### src/rtl/lsu_mem_master.sv
// Load/store unit in front of a word-wide Data_Memory port.
// Sub-word stores are done as read-modify-write of the containing word.
module lsu_mem_master #(
    parameter int ADDR_W    = 32,
    parameter int MEM_WORDS = 64
) (
    input  logic              clk,
    input  logic              rst_n,
    input  logic              req_valid,
    output logic              req_ready,
    input  logic              req_we,
    input  logic [1:0]        req_size,
    input  logic              req_unsigned,
    input  logic [ADDR_W-1:0] req_addr,
    input  logic [31:0]       req_wdata,
    output logic              rsp_valid,
    output logic [31:0]       rsp_rdata,
    output logic              rsp_err,
    output logic [ADDR_W-1:0] mem_addr,
    output logic [31:0]       mem_wdata,
    input  logic [31:0]       mem_rdata,
    output logic              mem_we
);

    typedef enum logic [1:0] {IDLE, READ, WRITE, RESP} state_t;

    localparam logic [ADDR_W-1:0] LIMIT = ADDR_W'(MEM_WORDS * 4);

    state_t      state, state_nx;
    logic        we_q;
    logic        uns_q;
    logic [1:0]  size_q;
    logic [1:0]  lane_q;
    logic [15:0] wdata_q;

    logic        req_err;
    logic [4:0]  sh;
    logic [15:0] rd_lane;
    logic [31:0] load_ext;
    logic [31:0] lane_mask;
    logic [31:0] merged;

    assign req_err = (req_size == 2'b11)
                   || (req_size == 2'b01 && req_addr[0])
                   || (req_size == 2'b10 && req_addr[1:0] != 2'b00)
                   || (req_addr >= LIMIT);

    // Half accesses are aligned, so one byte-granular shift serves both sizes.
    assign sh        = {lane_q, 3'b000};
    assign rd_lane   = 16'(mem_rdata >> sh);
    assign lane_mask = (size_q == 2'b00) ? (32'h0000_00ff << sh)
                                         : (32'h0000_ffff << sh);
    assign merged    = (mem_rdata & ~lane_mask)
                     | (({16'h0000, wdata_q} << sh) & lane_mask);

    always_comb begin
        load_ext = mem_rdata;
        case (size_q)
            2'b00:   load_ext = {{24{~uns_q & rd_lane[7]}}, rd_lane[7:0]};
            2'b01:   load_ext = {{16{~uns_q & rd_lane[15]}}, rd_lane};
            default: load_ext = mem_rdata;
        endcase
    end

    always_ff @(posedge clk or negedge rst_n) begin
        if (!rst_n) state <= IDLE;
        else        state <= state_nx;
    end

    always_comb begin
        state_nx  = state;
        req_ready = 1'b0;
        rsp_valid = 1'b0;
        mem_we    = 1'b0;
        unique case (state)
            IDLE: begin
                req_ready = 1'b1;
                if (req_valid) begin
                    if (req_err)
                        state_nx = RESP;
                    else if (req_we && req_size == 2'b10)
                        state_nx = WRITE;
                    else
                        state_nx = READ;
                end
            end
            READ:  state_nx = we_q ? WRITE : RESP;
            WRITE: begin
                mem_we   = 1'b1;
                state_nx = RESP;
            end
            RESP: begin
                rsp_valid = 1'b1;
                state_nx  = IDLE;
            end
            default: state_nx = IDLE;
        endcase
    end

    always_ff @(posedge clk or negedge rst_n) begin
        if (!rst_n) begin
            we_q      <= 1'b0;
            uns_q     <= 1'b0;
            size_q    <= 2'b00;
            lane_q    <= 2'b00;
            wdata_q   <= 16'h0000;
            rsp_rdata <= 32'h0;
            rsp_err   <= 1'b0;
            mem_addr  <= '0;
            mem_wdata <= 32'h0;
        end else begin
            case (state)
                IDLE: if (req_valid) begin
                    we_q      <= req_we;
                    uns_q     <= req_unsigned;
                    size_q    <= req_size;
                    lane_q    <= req_addr[1:0];
                    wdata_q   <= req_wdata[15:0];
                    mem_wdata <= req_wdata;
                    rsp_err   <= req_err;
                    rsp_rdata <= 32'h0;
                    if (!req_err)
                        mem_addr <= {req_addr[ADDR_W-1:2], 2'b00};
                end
                READ: begin
                    if (we_q) mem_wdata <= merged;
                    else      rsp_rdata <= load_ext;
                end
                RESP: begin
                    rsp_rdata <= 32'h0;
                    rsp_err   <= 1'b0;
                end
                default: ;
            endcase
        end
    end

endmodule

### config.mk
export PLATFORM = sky130hd
export DESIGN_NAME = lsu_mem_master
export DESIGN_NICKNAME = d
export VERILOG_FILES = /design/src/rtl/lsu_mem_master.sv
export SDC_FILE = /design/constraint.sdc
export NUM_CORES = 1
export LEC_CHECK = 0
export BUFFER_PORTS_ARGS = -buffer_cell sky130_fd_sc_hd__buf_2
export CORE_UTILIZATION = 40
export CTS_BUF_LIST = sky130_fd_sc_hd__clkbuf_8
export CTS_CLUSTER_SIZE = 40
export DETAILED_ROUTE_END_ITERATION = 10
export PLACE_DENSITY = 0.65
export SYNTH_ARGS = -nofsm -noshare
export SYNTH_HDL_FRONTEND = slang
export SYNTH_SLANG_ARGS = --single-unit
### constraint.sdc
create_clock -name clk -period 5.4 [get_ports clk]
set_input_delay 0.54 -clock clk [delete_from_list [all_inputs] [get_ports clk]]
set_output_delay 0.54 -clock clk [all_outputs]
set_load 0.02 [all_outputs]
Word-level counts from Yosys, hierarchy flattened
Cells that the tools add are included.
{"block": "classes", "magnitude_cmp": 1, "eq_ne": 10, "shifts": 4, "muxes": 18, "bitwise_logic": 8, "n_reduce_logical": 17}
{"cell": "$mux W32", "n": 5}
{"cell": "$pmux W32 S2", "n": 2}
{"cell": "$pmux W32 S3", "n": 1}
{"cell": "$and A32 B32 Y32", "n": 2}
{"cell": "$ge A32 B9 Y1 const B", "n": 1}
{"cell": "$not A32 Y32", "n": 1}
{"cell": "$or A32 B32 Y32", "n": 1}
{"cell": "$shl A16 B5 Y32", "n": 1}
{"cell": "$shl A16 B5 Y32 const A", "n": 1}
{"cell": "$shl A8 B5 Y32 const A", "n": 1}
{"cell": "$shr A32 B5 Y16", "n": 1}
{"cell": "$reduce_and A3 Y1", "n": 3}
{"cell": "$eq A2 B2 Y1 const B", "n": 4}
{"cell": "$pmux W2 S4", "n": 1}
{"cell": "$eq A2 B1 Y1 const B", "n": 3}
{"cell": "$mux W2", "n": 3}
{"cell": "$ne A2 B2 Y1 const B", "n": 3}
{"cell": "$reduce_bool A2 Y1", "n": 3}
{"cell": "$mux W1", "n": 5}
{"cell": "$logic_not A2 Y1", "n": 2}
{"cell": "$reduce_and A2 Y1", "n": 2}
{"cell": "$logic_and A1 B1 Y1", "n": 3}
{"cell": "$logic_or A1 B1 Y1", "n": 3}
{"cell": "$reduce_bool A3 Y1", "n": 1}
{"cell": "other kinds (3)", "n": 5}
{"block": "word_totals", "regBits": 119, "in_bits": 103, "out_inout_bits": 100, "word_cells": 68}

Logic depth before layout (Yosys ltp)
{"block": "depth", "depth_word": 8, "mapped_depth": 9, "depth_no_buf": 6}

Worst setup path before layout
Ideal clock, no wire load.
{"block": "synth_path", "kind": "register to register", "startpoint": "register state[0]", "endpoint": "register mem_addr[2]", "setup_time_ps": 125, "arrival_time_ps": 1973, "required_ps": 5275, "path_slack_ps": 3302, "stages_incl_launch_ff": 8, "n_path_buf": 2, "period_less_slack_ps": 2098, "path_cell_list": "dfrtp_1 inv_1 ha_1 buf_2 nand2_1 nor3_1 buf_2 mux2_2"}
{"block": "synth_between", "elab_chain_len": 2}
{"element": "from (decl)", "line": "29", "source": "state_t state, state_nx;"}
{"element": "from (signal assigned)", "line": "67", "source": "else state <= state_nx;"}
{"element": "$logic_not A2 Y1", "line": "112", "source": "case (state)"}
{"element": "$reduce_and A3 Y1 (no line)"}
{"element": "to (signal assigned)", "line": "123", "source": "mem_addr <= {req_addr[ADDR_W-1:2], 2'b00};"}
{"element": "to (decl)", "line": "19", "source": "output logic [ADDR_W-1:0] mem_addr,"}
No other way between the ends.
A chain may end at the register's enable or synchronous reset.

Worst setup path after layout
{"block": "layout_path", "startpoint": "register state[1]", "endpoint": "register rsp_rdata[19]"}
{"block": "layout_between", "elab_chain_len": 3, "word_cells_on_any_way": 8, "cone_classes": "4 x eq/ne; 1 x mux; 3 x reduce/logical"}
{"element": "$eq A2 B1 Y1 (tied with other cells)", "line": "112"}
{"element": "$ne A2 B2 Y1 (no line) / $reduce_bool A3 Y1 (equally long branches)"}
{"element": "$reduce_and A3 Y1 (no line)"}
{"element": "to (signal assigned)", "line": "127", "source": "else rsp_rdata <= load_ext;"}
{"element": "to (decl)", "line": "17", "source": "output logic [31:0] rsp_rdata,"}
Parallel ways exist; a longest one is shown, timed or not.

==> results.toml <==
[run_status]
run_status = "finished with violations"
failed_checks = "DRC"

[finish]
drive_gt1_share_pct = 37.0
layout.nets = 872
design_area_sq_um = 7650
n_fill_cell = 1333
area_growth_pct = 25.3

[detailed_routing]
highest_layer = "met4"
routed_wl_microns = 17900
drtAntennaViolNets = 0
dr_total_vias = 5274
wl_per_cell_microns = 18.6
drc = 16
wl_met3_microns = 1520
wl_met1_microns = 7860
firstDrtPassIters = 8
dr_wl_met2_microns = 8180
via_per_inst = 5.48
first_iter_violations = 285

[worst_setup_path]
cp.arrival_ns = 3.43
crit_start = "state[1]"
critPathMaxFanout = 68
startpoint_type = "flop"
rr_startpoint = "state[1]"
slowest_stage = "ha_2"
end_kind = "flop"
worstRegToRegCells = 6
cpPeakStageDelay_ns = 0.90
worst-setup-path-type = "reg -> reg"
ff2ff_setup_slack_ns = 2.35
crit_required_ns = 5.78
path_cells = "inv_1 -> ha_2 -> nor2b_1 -> nand4_1 -> nor3_4 -> a221o_2"
reg2reg_to = "rsp_rdata[19]"

[pwr]
power_density_nw_per_um2 = 614
clock_power_share_pct = 20.6
pwr-share-seq_pct = 33.1
combPwrFrac_pct = 46.3
p_leak_nw = 3.90
internal_power_w = 0.00267
p_sw_w = 0.00203
swShare_pct = 43.2
peakVddDrop_uv = 220

[yosys]
avgSynthCellArea_sq_um = 10.4
syn_area_sq_um = 6110
synth_enable_flop_cells = 0
ys_ff_latch = 119
ys_types = 48
ys_warn_count = 0
synthFlopType = "dfrtp_1"
synth_cells = 588
ys_seq_area_share_pct = 48.8
ys_async_sr_fraction_pct = 100

[sta]
worst-slew-pin-transition_ns = 1.23
fin_crit_sh_pct = 56.5
grt_setup_unrepaired = "false"
hold_violations = 0
maxSlewViolCount = 0
finClkSkew_ns = 0.0107
setup_viol = 0
slew_headroom_pct = 17.5
fin_setup_tns_ns = 0
holdWs_ns = 0.233
period_needed_ns = 3.05
worst_slack_ns = 2.35
max_freq_mhz = 328

[placed_design]
dpl_cell_area_sq_um = 7170
io_buffers = 200
hpwl_microns = 13200
finalWeightedCongestion = 0.862
pre_cts_slack_ns = 2.39

[cts]
root_buffer = "clkbuf_8"
clock_sinks = 119
cts_resized = 0
insertion_delay_ns = 0.46
cts_inserted_buffers = 17
cts_hold_buf = 0
clk_path_buf_depth = 2
cts_tree = "yes"
post_cts_buffers = 0
htree_levels = 4
path_clk_slew_ns = 0.08

[global_route]
grt_pass1_wl_microns = 28500
grt_start_max_net_pins = 81
antenna_found_initial = 2
grt_overflow = 0
grt_pass1_vias = 5252
grt_use_total_pct = 23.6

[floorplan]
die_h_microns = 126
die_w_microns = 126
die_area_sq_um = 15800
row_count = 44
start_util_pct = 41.6
core_sq_um = 14700
ios = 203

[run]
cap_violations = 0

[hold_path]
hp-class = "in -> async"
registers in the layout, summed over array words and instances (netlist names), 2 cells and up:
name	flops
lane_q	2
mem_wdata	32
mem_addr	30
state	2
wdata_q	16
size_q	2
rsp_rdata	32
stage by stage:
step	power (W)	cells	utilization (%)
floorplan	0.00310	589	-
global placement	0.00367	930	48.8
detailed placement	0.00374	930	48.8
CTS	0.00472	962	52.1
global route	0.00501	963	52.1
finish	0.00470	963	52.1
metal layers:
metal	track usage, %	vias to the layer above
met5	0	-
met4	9.18	0
met2	36.7	235
met3	6.76	29
li1	-	2487
met1	31.1	2523
cells in the final DEF (no fill, tap or decap), types with 6 or more instances in the layout:
cell,n
clkbuf_8,21
nor4_1,6
a221o_1,7
o211ai_1,33
nand2b_1,31
o221ai_1,16
a21oi_1,9
nand2_1,39
a31oi_1,25
o22ai_1,9
a211oi_1,9
mux2_2,27
a21o_1,8
inv_1,39
or3b_2,7
dfrtp_1,118
o21ai_0,11
a22oi_1,7
buf_2,199
a221o_2,9
nor2b_1,26
nor2_1,37
mux2i_1,32
a2bb2oi_1,7
area by class of cell:
cell class,count,area (sq um),share of cell area [%]
flip-flops and latches,119,2980,38.9
multi-input cells,385,2780,36.4
repair buffers,204,1030,13.5
clock buffers,21,289,3.78
well taps,184,230,3.01
clock inverters,11,195,2.55
inverters,38,143,1.86
diodes,1,2.50,0.0327
critical path, delay by kind of cell, from the launching register on:
kind	cells	cell delay [ns]
simple gates	3	1.34
fa+ha+maj	1	0.90
flops	1	0.41
compound gates	1	0.22
buf+inv	1	0.10
power groups by stage:
stage               sequential [W]  clock, W  combinational (W)
floorplan                  0.00167         0            0.00144
global placement           0.00155         0            0.00213
detailed placement         0.00156         0            0.00218
CTS                        0.00155  0.000991            0.00218
global route               0.00160   0.00103            0.00238
finish                     0.00156  0.000969            0.00217
cell usage after synthesis, types with 8 or more instances:
master    count  area [sq um]
dfrtp_1     119          2980
nand2_1      39           146
inv_1        38           143
nor2_1       37           139
o211ai_1     33           248
mux2i_1      32           320
nand2b_1     31           194
clkbuf_1     29           109
mux2_2       27           304
nor2b_1      26           163
a31oi_1      25           156
o221ai_1     16           140
o21ai_0      11          55.1
a211oi_1      9          67.6
a21oi_1       9          45.0
a221o_2       9           101
buf_2         9          45.0
o22ai_1       9          56.3
a21o_1        8          60.1
worst max path at each step:
stage                          endpoint  slack, ns  cells past startpoint
final                     rsp_rdata[19]       2.35                      6
after global routing       rsp_rdata[9]       1.99                      6
after CTS                 rsp_rdata[19]       2.35                      6
after detailed placement  rsp_rdata[20]       2.39                      6
after global placement    rsp_rdata[10]       2.55                      6
after floorplan             mem_addr[2]       3.30                      7
cells by family (layout without fill, tap and decap cells):
| kind of cell | count (synthesis) | after routing | synth area share, % |
|---|---|---|---|
| compound gates | 157 | 157 | 19.2 |
| buf+inv | 85 | 274 | 6.10 |
| flops | 119 | 119 | 48.8 |
| mux | 61 | 61 | 11.0 |
| fa+ha+maj | 4 | 4 | 0.819 |
| other cells | 1 | 3 | 0.0614 |
| simple gates | 161 | 161 | 14.1 |
Note: power is estimated with default switching activity, not from simulation.
